==> src/rtl/sparc_exu_ecl_eccfix_sched.sv <==
// ECC fix write-back scheduler: queues corrected register values and
// retires them through the IRF write port when normal write-back is idle.
module sparc_exu_ecl_eccfix_sched #(
   parameter int DEPTH      = 4,
   parameter int DATA_W     = 72,
   parameter int STARVE_MAX = 8
) (
   input  logic              clk,
   input  logic              rst,
   input  logic              fix_req_m,
   input  logic [4:0]        fix_rd_m,
   input  logic [2:0]        fix_win_m,
   input  logic [DATA_W-1:0] fix_data_m,
   input  logic              wb_port_busy,
   output logic              irf_fix_wen,
   output logic [4:0]        irf_fix_rd,
   output logic [2:0]        irf_fix_win,
   output logic [DATA_W-1:0] irf_fix_data,
   output logic              fix_stall_req,
   output logic              fix_full,
   output logic              fix_busy,
   output logic              fix_ovf
);

   localparam int AW = $clog2(DEPTH);
   localparam int EW = DATA_W + 8;
   localparam logic [7:0] SMAX = 8'(STARVE_MAX);

   localparam logic [1:0] IDLE  = 2'd0;
   localparam logic [1:0] DRAIN = 2'd1;
   localparam logic [1:0] STALL = 2'd2;

   logic [1:0]    state_q, state_d;
   logic [AW:0]   head_q, tail_q;
   logic [AW:0]   head_d, tail_d;
   logic [7:0]    cnt_q, cnt_d;
   logic          ovf_q;
   logic [EW-1:0] mem_q [DEPTH];

   logic full, empty, empty_d;
   logic push, pop, drop;

   assign full  = (head_q[AW-1:0] == tail_q[AW-1:0]) &&
                  (head_q[AW] != tail_q[AW]);
   assign empty = (head_q == tail_q);

   assign irf_fix_wen   = (state_q != IDLE) && !wb_port_busy;
   assign fix_stall_req = (state_q == STALL);

   assign pop  = irf_fix_wen;
   // a full queue can still accept when its head leaves this cycle
   assign push = fix_req_m && (!full || pop);
   assign drop = fix_req_m && full && !pop;

   assign head_d  = head_q + {{AW{1'b0}}, pop};
   assign tail_d  = tail_q + {{AW{1'b0}}, push};
   assign empty_d = (head_d == tail_d);

   always_comb begin
      state_d = state_q;
      cnt_d   = cnt_q;
      unique case (state_q)
         IDLE: begin
            if (!empty_d) state_d = DRAIN;
         end
         DRAIN: begin
            if (pop)                cnt_d = 8'd0;
            else if (cnt_q != SMAX) cnt_d = cnt_q + 8'd1;
            if (empty_d)            state_d = IDLE;
            else if (cnt_d == SMAX) state_d = STALL;
         end
         STALL: begin
            if (pop) begin
               cnt_d   = 8'd0;
               state_d = empty_d ? IDLE : DRAIN;
            end
         end
         default: begin
            state_d = IDLE;
            cnt_d   = 8'd0;
         end
      endcase
   end

   always_ff @(posedge clk or posedge rst) begin
      if (rst) begin
         state_q <= IDLE;
         head_q  <= '0;
         tail_q  <= '0;
         cnt_q   <= 8'd0;
         ovf_q   <= 1'b0;
      end else begin
         state_q <= state_d;
         head_q  <= head_d;
         tail_q  <= tail_d;
         cnt_q   <= cnt_d;
         ovf_q   <= drop;
      end
   end

   always_ff @(posedge clk or posedge rst) begin
      if (rst) begin
         for (int i = 0; i < DEPTH; i++) mem_q[i] <= '0;
      end else if (push) begin
         mem_q[tail_q[AW-1:0]] <= {fix_win_m, fix_rd_m, fix_data_m};
      end
   end

   assign {irf_fix_win, irf_fix_rd, irf_fix_data} = mem_q[head_q[AW-1:0]];

   assign fix_full = full;
   assign fix_busy = !empty;
   assign fix_ovf  = ovf_q;

endmodule

==> config.mk <==
export PLATFORM = sky130hd
export DESIGN_NAME = sparc_exu_ecl_eccfix_sched
export DESIGN_NICKNAME = d
export VERILOG_FILES = /design/src/rtl/sparc_exu_ecl_eccfix_sched.sv
export SDC_FILE = /design/constraint.sdc
export NUM_CORES = 1
export LEC_CHECK = 0
export BUFFER_PORTS_ARGS = -buffer_cell sky130_fd_sc_hd__buf_2
export CAP_MARGIN = 30
export CORE_MARGIN = 5
export CORE_UTILIZATION = 53
export DETAILED_ROUTE_END_ITERATION = 16
export MAX_ROUTING_LAYER = met4
export PLACE_DENSITY = 0.76
export SYNTH_ARGS = -nofsm -noshare
export SYNTH_HDL_FRONTEND = slang
export SYNTH_SLANG_ARGS = --single-unit
==> constraint.sdc <==
create_clock -name clk -period 10.3 [get_ports clk]
set_clock_uncertainty 0.1 [all_clocks]
set_input_delay 1.545 -clock clk [delete_from_list [all_inputs] [get_ports clk]]
set_output_delay 1.545 -clock clk [all_outputs]
set_load 0.005 [all_outputs]
* Word level (Yosys, flattened, before mapping) *
Cells that the tools add are included.

storage, ports and cells
  input port bits = 84
  output and inout port bits = 85
  logic and storage cells = 61
  register bits after elaboration = 337

operators by class
  add/sub/neg operators = 3
  bitwise operators = 3
  reduce and logical (&&, ||, !) cells = 15
  mux-type cells = 17
  magnitude comparators = 3
  equality and inequality tests = 11

operators with widths
  kind                                                       count
  bitwise mux 320 bit                                        1
  two-way mux 80 bit                                         3
  binary-select mux 80 bit (select 2 bit)                    1
  demux 80 bit (select 2 bit)                                1
  two-way mux 8 bit                                          4
  one-hot mux 8 bit (3 select lines)                         1
  adder 8 x 1 -> 8 bit (second input constant)               1
  == test 8 x 4 -> 1 bit (second input constant)             1
  two-way mux 2 bit                                          4
  != test 8 x 4 -> 1 bit (second input constant)             1
  adder 3 x 1 -> 3 bit                                       2
  == test 3 bit                                              2
  greater-or-equal comparator 3 bit (second input constant)  2
  logical AND 1 bit                                          6
  inverter 2 -> 3 bit                                        2
  one-hot mux 2 bit (3 select lines)                         1
  zero test 1 bit                                            4
  < comparator 3 x 1 -> 1 bit (second input constant)        1
  != test 3 bit (second input constant)                      1
  AND reduction 3 bit                                        1
  == test 2 x 1 -> 1 bit (second input constant)             1
  == test 2 bit                                              1
  == test 2 bit (second input constant)                      1
  zero test 2 bit                                            1
  other kinds (8)                                            8

* Depth between registers and ports, before layout *
Gate-level depths: netlist of the first run.

  depth after elaboration = 10
  gate-level depth with buffers = 11
  gate-level depth less buffers = 11

* Worst setup path before layout of the first run *
No wires, ideal clock.

  path type = in2out
  start point = in wb_port_busy
  end point = out irf_fix_wen
  arrival time = 1.754 ns
  buffers on the path = 0
  cell stages on the path = 3
  slack = 6.901 ns
  required time = 8.655 ns
  cell sequence = inv_2 > o21ai_4 > inv_4

on the way
  longest elaborated chain between the ends = 2

RTL lines
  item                line  RTL
  start: declaration  14    input logic wb_port_busy,
  zero test 1 bit     47    assign irf_fix_wen = (state_q != IDLE) && !wb_port_busy;
  logical AND 1 bit   47
  end: declaration    15    output logic irf_fix_wen,

Every way passes these cells.

* Worst setup path in the final report of the first run *
  start point = reg head_q[0]
  end point = reg mem_q[115] in the netlist's numbering

on the way
  longest elaborated chain between the ends = 5

RTL lines
  item                            line  RTL
  start: declaration              34    logic [AW:0] head_q, tail_q;
  start signal: assignment        88    head_q <= '0;
  start signal: assignment        94    head_q <= head_d;
  == test 2 bit                   43    assign full = (head_q[AW-1:0] == tail_q[AW-1:0]) &&
  logical AND 1 bit               43
  zero test 1 bit                 52    assign push = fix_req_m && (!full || pop);
  logical OR 1 bit                52
  logical AND 1 bit               52
  end signal: indexed assignment  105   mem_q[tail_q[AW-1:0]] <= {fix_win_m, fix_rd_m, fix_data_m};
  end: declaration                38    logic [EW-1:0] mem_q [DEPTH];

Every way passes these cells.
A chain may end at the register's enable or synchronous reset.

==> results of run 1 <==
[per-layer routing]
metal	share of wire (%)	routed length (um)	vias to the layer above	global-route usage [%]
li1	-	-	3667	-
met1	44	14000	4436	27.2
met2	49	15600	166	31.5
met3	4.5	1420	46	4.14
met4	1.9	614	0	4.84
met5	0	0	-	-
[cells in the final DEF, fill, tap and decap left out, types with 3 or more instances in the layout]
cell type / count
buf_16: 3
nor2_1: 3
mux2_4: 160
nand3_1: 6
xnor2_1: 6
o21ai_0: 9
clkbuf_8: 5
diode_2: 4
clkinvlp_4: 5
mux2_1: 24
dfrtp_1: 335
bufinv_16: 3
o21a_1: 3
nor3_1: 4
o211ai_1: 3
ha_1: 6
xor2_1: 6
a21oi_1: 4
mux4_2: 80
clkbuf_16: 37
mux2_2: 136
buf_2: 168
clkbuf_1: 10
buf_4: 13
inv_1: 5
and3_1: 3
clkinv_2: 5
nand2_1: 14
[registers in the layout (all words and copies together) (netlist names)]
name     flops
mem_q      320
cnt_q        8
head_q       3
tail_q       3
state_q      2
fix_ovf      1
[cell usage after synthesis, types with 3 or more instances]
library cell  instances
dfrtp_1             337
xor2_1                6
buf_1                 9
mux2_1               24
o211ai_1              3
xnor2_1               6
clkbuf_1              9
nor3_1                4
buf_2                19
mux2_4              160
mux4_2               80
buf_6                17
mux2_2              136
inv_1                 6
nand2_1              14
a21oi_1               4
and3_1                3
o21a_1                3
ha_1                  6
nand3_1               7
nor2_1                3
o21ai_0               9
[kinds of logic after synthesis]
group | count (synthesis)
AO/OA/AOI/OAI | 28
AND/OR/NAND/NOR | 43
adder cells (fa/ha/maj) | 6
buffers and inverters | 64
multiplexers | 402
XOR/XNOR | 12
flip-flops | 337
[final timing paths]
kind | start | endpoint | slack, ps | cells past startpoint
max | head_q[0] | mem_q[115] | 5500 | 8
max reg2reg | head_q[0] | mem_q[115] | 5500 | 8
min | mem_q[162] | mem_q[162] | 380 | 1
min in group asynchronous | rst | mem_q[179] | 1120 | 2
min reg2reg | mem_q[162] | mem_q[162] | 380 | 1
max in group asynchronous | rst | mem_q[120] | 7090 | 5
[per-stage QoR]
stage / cells / setup WS [ps] / cell area, um2 / hold WS [ps]
finish: 1475 / 5500 / 17900 / 381
detailed placement: 1403 / 5410 / 16600 / 373
floorplan: 892 / 4150 / 15500 / 352
global placement: 1401 / 5470 / 16500 / 362
CTS: 1470 / 5390 / 17800 / 386
global route: 1475 / 5170 / 17900 / 392
[cell type report]
| class | instances | share of cell area, % |
|---|---|---|
| clock buffer | 52 | 5.78 |
| tap | 384 | 2.69 |
| sequential | 337 | 47.3 |
| inverter | 8 | 0.203 |
| multi-input combinational | 491 | 37.2 |
| antenna | 4 | 0.0561 |
| clock inverter | 15 | 1.04 |
| timing repair buffer | 184 | 5.72 |
[power by group through the flow]
stage / Clock, uW / Combinational, uW / Sequential [uW]
floorplan: 0 / 2020 / 2240
global placement: 0 / 2530 / 2420
detailed placement: 0 / 2600 / 2450
CTS: 1340 / 2600 / 2450
global route: 1400 / 2750 / 2530
finish: 1310 / 2560 / 2440
[worst max-delay path, stage by stage, from the launching register on]
cell and delay (ps):
dfrtp_4 960, buf_4 760, xnor2_1 180, nand2_1 130, o31a_1 270, and3b_4 610, buf_4 570, buf_4 660
mux2_4 360
==> metrics, run 1 <==
Power Total 6310 uW; drt wl/cell 21.4 um; Syn Inst Count 892; Clk Latency, worst-skew pair 510 ps; final core occ 62.0%; core area 0.0288 mm2; Max Fclk 209 MHz; sequential cell area 0.00844 mm2; Critical Path RT 10600 ps; first-pass GRT wire length 51800 um; Final period util 46.6%; Crit Path Class flop to flop; PortBufs 168; top cell type's share of synthesized area 54.6%; critical path endpoint category flop; via count 8315; Hold Buf Count CTS 0; Via density 5.64; status completed; DIE HEIGHT 181 um; Fill cells 2138; leakage 0.00794 uW; gr ovfl total 0; mux cell area share after synthesis 39.0%; post-synthesis compound-gate area fraction 1.25%; Root Driver clkbuf_16; synth top area cells dfrtp_1 55%, mux2_4 16%, mux4_2 12%; final setup fails 0; Clock power frac 20.7%; Int Pwr 4420 uW; Max VDD drop 0.192 mV; HP Class flop to flop; Syn Area/Cell 17.3 um2; Final HPWL DP 19500 um; gpl congestion 0.810; Tightest Pin Transition 919 ps; layout cells sized above 1 57.8%; Std-Cell Rows 62; post-synthesis adder-cell area fraction 0.486%; dominant synthesized flop cell dfrtp_1; Synth Net Count 982; final hold vios 0; nets@finish 1149; Max-slew headroom 38.7%; xor/xnor share of the synthesized area 0.680%; pin count of the biggest net entering global routing 74; Yosys warning total 0; die area 0.0327 mm2; Max Cap Violations 0; Post-Route Setup TNS 0 ps; Async S/R FF share, synth 100%; Post CTS Setup Buffer Count 0; crit path launch type flop; Tmin final 4800 ps; area of the multi-input gates 0.00665 mm2; synthesized cell area 0.0155 mm2; CTS Buf Count 37; Final Max Slew Viols 0; 1st-pass router iterations 4; CTS sink count 337; initial drt markers 438; initial antenna violation count 4; CP arrival 5090 ps; Post-CTS Resized 0; synthesized flop and latch total 337; Reg power frac 38.7%; CTS Buffer Depth 3; area delta synth->final 15.5%; Logic pwr share 40.6%; Seq/Total Area, Yosys 54.6%; GRT Util Overall 20.0%; dominant cell type by area after synthesis dfrtp_1; P_sw 1890 uW; CTS tree yes; Initial Util 53.7%; RSZ-0062 raised after global routing false; Pwr Density 354 mW/mm2; DRC viols 0; final wirelength 31600 um; antenna-violating nets left 0; Chip Width 181 um; number of global-route vias before repair 9322; clk slew on worst S/H paths 60 ps; Synth Area in Simple Gates 1.43%; Max FO, Critical Path 44; Distinct cells, synth 45; EDFF count, synth 0; io pins 169; H-tree depth 2; largest family of logic cells by synthesized area multiplexers; switch share 30.0%
No activity file was read; power rests on OpenSTA's default activity.
==> run 2: changes to the inputs <==
Settings changed: CORE_UTILIZATION 53 to 59, PLACE_DENSITY 0.76 to 0.8.
Clock period 10.3 ns to 5 ns, I/O delays scaled along.
==> run 2 against run 1 <==
First-iteration DRC count is 17% higher. Cell count is 3.3% lower. Die area shrank 9.6%. Cell area decreased by 0.18%. Combinational power up 110%. Sequential power grew 100%. Utilization up 6.7 points. Non-clock buffer count is 1 higher. Critical path depth fell by 4. Clock power is 110% higher. Clock-buffer cell count down 1. Total power grew 110%. Critical path type is now flop to output port. Highest routed layer unchanged.
==> metrics, run 2 (synthesis results as in run 1) <==
P_sw 3860 uW (+100%); Max FO, Critical Path 44 (unchanged); 1st-pass router iterations 4 (unchanged); critical path's largest stage delay 700 ps (-260 ps); GRT Util Overall 22.4% (+2.4 points); RSZ-0062 raised after global routing false; CTS tree yes; Fill cells 1717 (-20%); initial drt markers 511 (+17%); DRC viols 0 (unchanged); Hold Buf Count CTS 0 (unchanged); commonest non-fill, non-tap cells in the layout 335 x dfrtp_1, 168 x buf_2, 160 x mux2_4, 136 x mux2_2, 80 x mux4_2; dpl cell area 0.0166 mm2 (-0.26%); finished layout cell area 0.0178 mm2 (-0.18%); number of global-route vias before repair 9362 (+0.43%); Max Cap Violations 0 (unchanged); gr busiest metal met2; Tightest Pin Transition 966 ps (+47.0 ps); Post CTS Setup Buffer Count 0 (unchanged); DIE HEIGHT 172 um (-4.9%); met1 global-route usage 30.3% (+3.1 points); Reg power frac 37.5% (-1.2 points); Slowest-stage cell, CP buf_4; Max VDD drop 0.431 mV (+120%); Critical Path RT 4150 ps (-6450 ps); status completed; commonest non-fill, non-tap cell in the layout dfrtp_1; Pwr Density 732 mW/mm2 (+110%); Int Pwr 9180 uW (+110%); Max Fclk 270 MHz; Top Registers mem_q: 320 flops, cnt_q: 8 flops; Post-CTS Resized 0 (unchanged); io pins 169 (unchanged); Initial Util 59.6% (+5.9 points); final setup fails 0 (unchanged); CP arrival 2850 ps (-2240 ps); crit-path most repeated cell buf_4; leakage 0.00797 uW (+0.26%); Root Driver clkbuf_16; HP Class input pin to async pin; gr ovfl total 0 (unchanged); Most flops, register mem_q; core area 0.0259 mm2 (-10%); Min Hold Slack 180 ps (-201 ps); Clk Latency, worst-skew pair 520 ps (about the same); CTS Buf Count 37 (unchanged); Tmin final 3700 ps; Chip Width 172 um (-4.9%); Final HPWL DP 19200 um (-1.8%); area delta synth->final 15.3%; switch share 29.6% (-0.35 points); Crit Path Class flop to output port; nets@finish 1150 (+0.087%); r2r startpoint head_q[1]; critical path endpoint category output port; Clock power frac 20.8% (about the same); pin count of the biggest net entering global routing 181 (+140%); area of the multi-input gates 0.00665 mm2 (unchanged); max reg flops 320 (unchanged); final hold vios 0 (unchanged); Post-Layout Cell Count 1427 (-3.3%); Max-slew headroom 35.6% (-3.1 points); final wirelength 31200 um (-1.2%); die area 0.0295 mm2 (-9.6%); gpl congestion 0.854 (+5.3%); Std-Cell Rows 59 (-4.8%); H-tree depth 2 (unchanged); Final period util 74.0%; reg2reg setup slack 1940 ps (-3560 ps); initial antenna violation count 6 (+2); via count 8371 (+0.67%); clk slew on worst S/H paths 60 ps (about the same); PortBufs 168 (unchanged); Placed Cells 1355 (-3.4%); met2 usage 34.4% (+2.9 points); CTS Buffer Depth 3 (unchanged); Worst R2R End state_q[0]; Logic pwr share 41.7% (+1.1 points); Final Max Slew Viols 0 (unchanged); worst-path cell chain buf_4 > buf_4 > mux4_2 > buf_2; first-pass GRT wire length 51100 um (-1.3%); CTS sink count 337 (unchanged); antenna-violating nets left 0 (unchanged); M3 GR Usage 5.79% (+1.6 points); Via density 5.87 (+4.1%); crit path launch type flop; Worst R2R Path Depth 8 (unchanged); sequential cell area 0.00844 mm2 (unchanged); layout cells sized above 1 58.0% (+0.21 points); drt wl/cell 21.9 um (+2.1%)
run 2: cell count changes in the layout (fill, tap and decap cells not counted), sizes merged:
cell      delta
clkinv       -1
clkinvlp     -3
buf          +1
clkbuf       -1
diode        +5
run 2: critical path, delay by kind of cell, from the launching register on:
kind	cells	cell delay (ps)
buffers and inverters	3	1430
multiplexers	1	420
flip-flops	1	410
run 2: stage by stage:
stage	setup TNS (ps)	total power [uW]	setup slack, ps	util (%)
final	0	13000	1300	68.8
after global placement	0	10200	1760	63.9
after floorplan	-119490	8780	-355	-
after CTS	0	13200	1270	68.6
after detailed placement	0	10400	1700	63.9
after global routing	0	13800	1170	68.7
run 2: worst max-delay path by stage:
stage | startpoint | end | slack, ps | cells after the start
floorplan | rst | cnt_q[0] | -350 | 1
global placement | wb_port_busy | mem_q[218] | 1760 | 9
detailed placement | wb_port_busy | mem_q[207] | 1700 | 9
CTS | head_q[1] | irf_fix_rd[2] | 1270 | 4
global route | head_q[1] | irf_fix_rd[2] | 1170 | 4
finish | head_q[1] | irf_fix_data[57] | 1300 | 4
run 2: power groups by stage:
stage               clock network [uW]  registers [uW]  logic [uW]
global route                      2900            5060        5860
finish                            2720            4890        5430
floorplan                            0            4610        4160
detailed placement                   0            4900        5480
global placement                     0            4830        5350
CTS                               2780            4890        5520
run 2: area by class of cell:
type                       count  area share [%]
multi-input combinational    491            37.3
antenna                        9           0.126
clock inverter                11           0.765
inverter                       8           0.204
clock buffer                  51            6.07
tap                          335            2.35
sequential                   337            47.4
timing repair buffer         185            5.83
run 2: per-layer routing:
metal / wire length (um) / share of wire, %
met1: 13400 / 43
met2: 15100 / 48
met4: 785 / 2.5
met5: 0 / 0
met3: 1960 / 6.3
==> run 3: changes to the inputs <==
Settings changed: ABC_AREA set to 1.
Clock period 5 ns to 3.5 ns, I/O delays scaled along.
==> run 3 against run 2 <==
Non-clock buffer count increased by 7. Critical path type unchanged. First-iteration DRC count rose by 130%. Critical path depth rose by 1. Synthesized cell count rose by 91%.
==> metrics, run 3 <==
Critical Path RT 2870 ps (-1280 ps); HP Class input pin to async pin; CTS sink count 337 (unchanged); GRT Util Overall 25.8% (+3.4 points); Syn Inst Count 1705 (+91%); Initial Util 59.4% (-0.27 points); Max VDD drop 0.633 mV (+47%); CTS Buf Count 36 (-2.7%); gr ovfl total 0 (unchanged); reg2reg setup slack 770 ps (-1170 ps); Worst R2R End mem_q[272]; io pins 169 (unchanged); status completed; core area 0.0250 mm2 (-3.7%); Final Max Slew Viols 0 (unchanged); Clk Latency, worst-skew pair 500 ps (-20 ps); Worst R2R Path Depth 9 (+1); antenna-violating nets left 0 (unchanged); commonest non-fill, non-tap cells in the layout 431 x o21ai_0, 359 x nand2_1, 335 x dfrtp_1, 176 x nor2_1, 168 x buf_2; Async S/R FF share, synth 100% (unchanged); DIE HEIGHT 168 um (-1.9%); Max Fclk 327 MHz; CTS tree yes; final setup fails 0 (unchanged); top post-synthesis cells by count 431 x o21ai_0, 359 x nand2_1, 337 x dfrtp_1; number of global-route vias before repair 12100 (+29%); Yosys warning total 0 (unchanged); Tmin final 3060 ps; EDFF count, synth 0 (unchanged); Chip Width 168 um (-1.9%); dominant cell type by area after synthesis dfrtp_1; Max Cap Violations 0 (unchanged); drt wl/cell 16.3 um (-25%); top cell type's share of synthesized area 56.9% (+2.3 points); 1st-pass router iterations 5 (+1); finished layout cell area 0.0170 mm2 (-4.3%); commonest non-fill, non-tap cell in the layout o21ai_0; area delta synth->final 15.0%; layout cells sized above 1 14.6% (-43 points); Via density 5.66 (-3.6%); Pwr Density 1030 mW/mm2 (+40%); nets@finish 1904 (+66%); first-pass GRT wire length 59800 um (+17%); initial antenna violation count 3 (-3); final hold vios 0 (unchanged); Most flops, register mem_q; Setup crit end irf_fix_data[71]; Crit Path Class flop to output port; Final HPWL DP 20400 um (+6.7%); RSZ-0062 raised after global routing false; Hold Buf Count CTS 0 (unchanged); Post-CTS Resized 0 (unchanged); CTS Buffer Depth 3 (unchanged); Seq/Total Area, Yosys 56.9% (+2.3 points); pin count of the biggest net entering global routing 161 (-11%); Max-slew headroom 36.9% (+1.2 points); synthesized flop and latch total 337 (unchanged); initial drt markers 1199 (+130%); Post CTS Setup Buffer Count 0 (unchanged); synthesized cell area 0.0148 mm2 (-4.1%); max reg flops 320 (unchanged); final wirelength 35400 um (+14%); Root Driver clkbuf_16; most numerous cell in the Yosys netlist o21ai_0; Final period util 87.3%; leakage 0.00835 uW (+4.9%); gpl congestion 0.840 (-1.6%); clk slew on worst S/H paths 60 ps (about the same); Crit. Startpoint head_q[1]; PortBufs 168 (unchanged); Max FO, Critical Path 80 (+82%); Min Hold Slack 114 ps (-65.6 ps); Synth Net Count 1795 (+83%); Distinct cells, synth 25 (-44%); critical path endpoint category output port; r2r startpoint tail_q[0]; via count 12300 (+47%); dpl cell area 0.0158 mm2 (-4.8%); crit path launch type flop; H-tree depth 2 (unchanged); Top Registers mem_q: 320 flops, cnt_q: 8 flops; die area 0.0284 mm2 (-3.9%); Std-Cell Rows 58 (-1.7%); Tightest Pin Transition 947 ps (-18.7 ps); CP arrival 2430 ps (-420 ps); synth top area cells dfrtp_1 57%, o21ai_0 15%, nand2_1 9.1%; DRC viols 0 (unchanged); Syn Area/Cell 8.69 um2 (-50%); dominant synthesized flop cell dfrtp_1
## run 3: cell families (layout without fill, tap and decap cells)
kind of cell,Yosys count,after routing,synth area share [%]
adder cells (fa/ha/maj),6,6,0.506
XOR/XNOR,9,9,0.532
buffers and inverters,223,359,7.24
AO/OA/AOI/OAI,573,573,20.1
AND/OR/NAND/NOR,557,557,14.7
other,0,4,0
flip-flops,337,337,56.9
## run 3: layer usage
layer	part of all wire, %	global-route usage [%]	up-vias
li1	-	-	5899
met1	43	35.0	5907
met2	47	40.7	431
met3	7.2	5.04	67
met4	2.2	6.88	0
met5	0	-	-
## run 3: worst min-delay path by stage
stage	to	slack [ps]
after CTS	mem_q[230]	120
after detailed placement	mem_q[93]	370
final	mem_q[159]	110
after global placement	mem_q[221]	360
after floorplan	mem_q[100]	350
after global routing	mem_q[310]	160
## run 3: area by class of cell
type / instances / area, um2
Antenna cell: 4 / 10.0
Multi-Input combinational cell: 1145 / 5340
Clock buffer: 53 / 1140
Inverter: 102 / 389
Sequential cell: 337 / 8440
Clock inverter: 12 / 149
Fill cell: 1982 / 7920
Tap cell: 330 / 413
Timing Repair Buffer: 192 / 1170
## run 3: critical path, stage by stage, from the launching register on
cell and delay [ps]:
dfrtp_2 430, inv_2 60, buf_4 720, o21ai_0 200, o22ai_1 320, buf_2 190
## run 3: metrics by stage
stage                     utilization, %  power, uW  setup slack [ps]  std cells  TNS (ps)
after global placement              63.1      13200               866       2106         0
after CTS                           68.3      17600               475       2171         0
after detailed placement            63.1      13500               803       2106         0
after floorplan                        -      11200             -1630       1705   -549170
after global routing                68.3      18900               259       2174         0
final                               68.3      17500               443       2175         0
## run 3: where the power goes
part	switching, uW	leakage (uW)	internal [uW]	total, uW
combinational	4290	0.00349	2600	6890
sequential	932	0.00423	5680	6610
clock	1520	0.000641	2480	3990
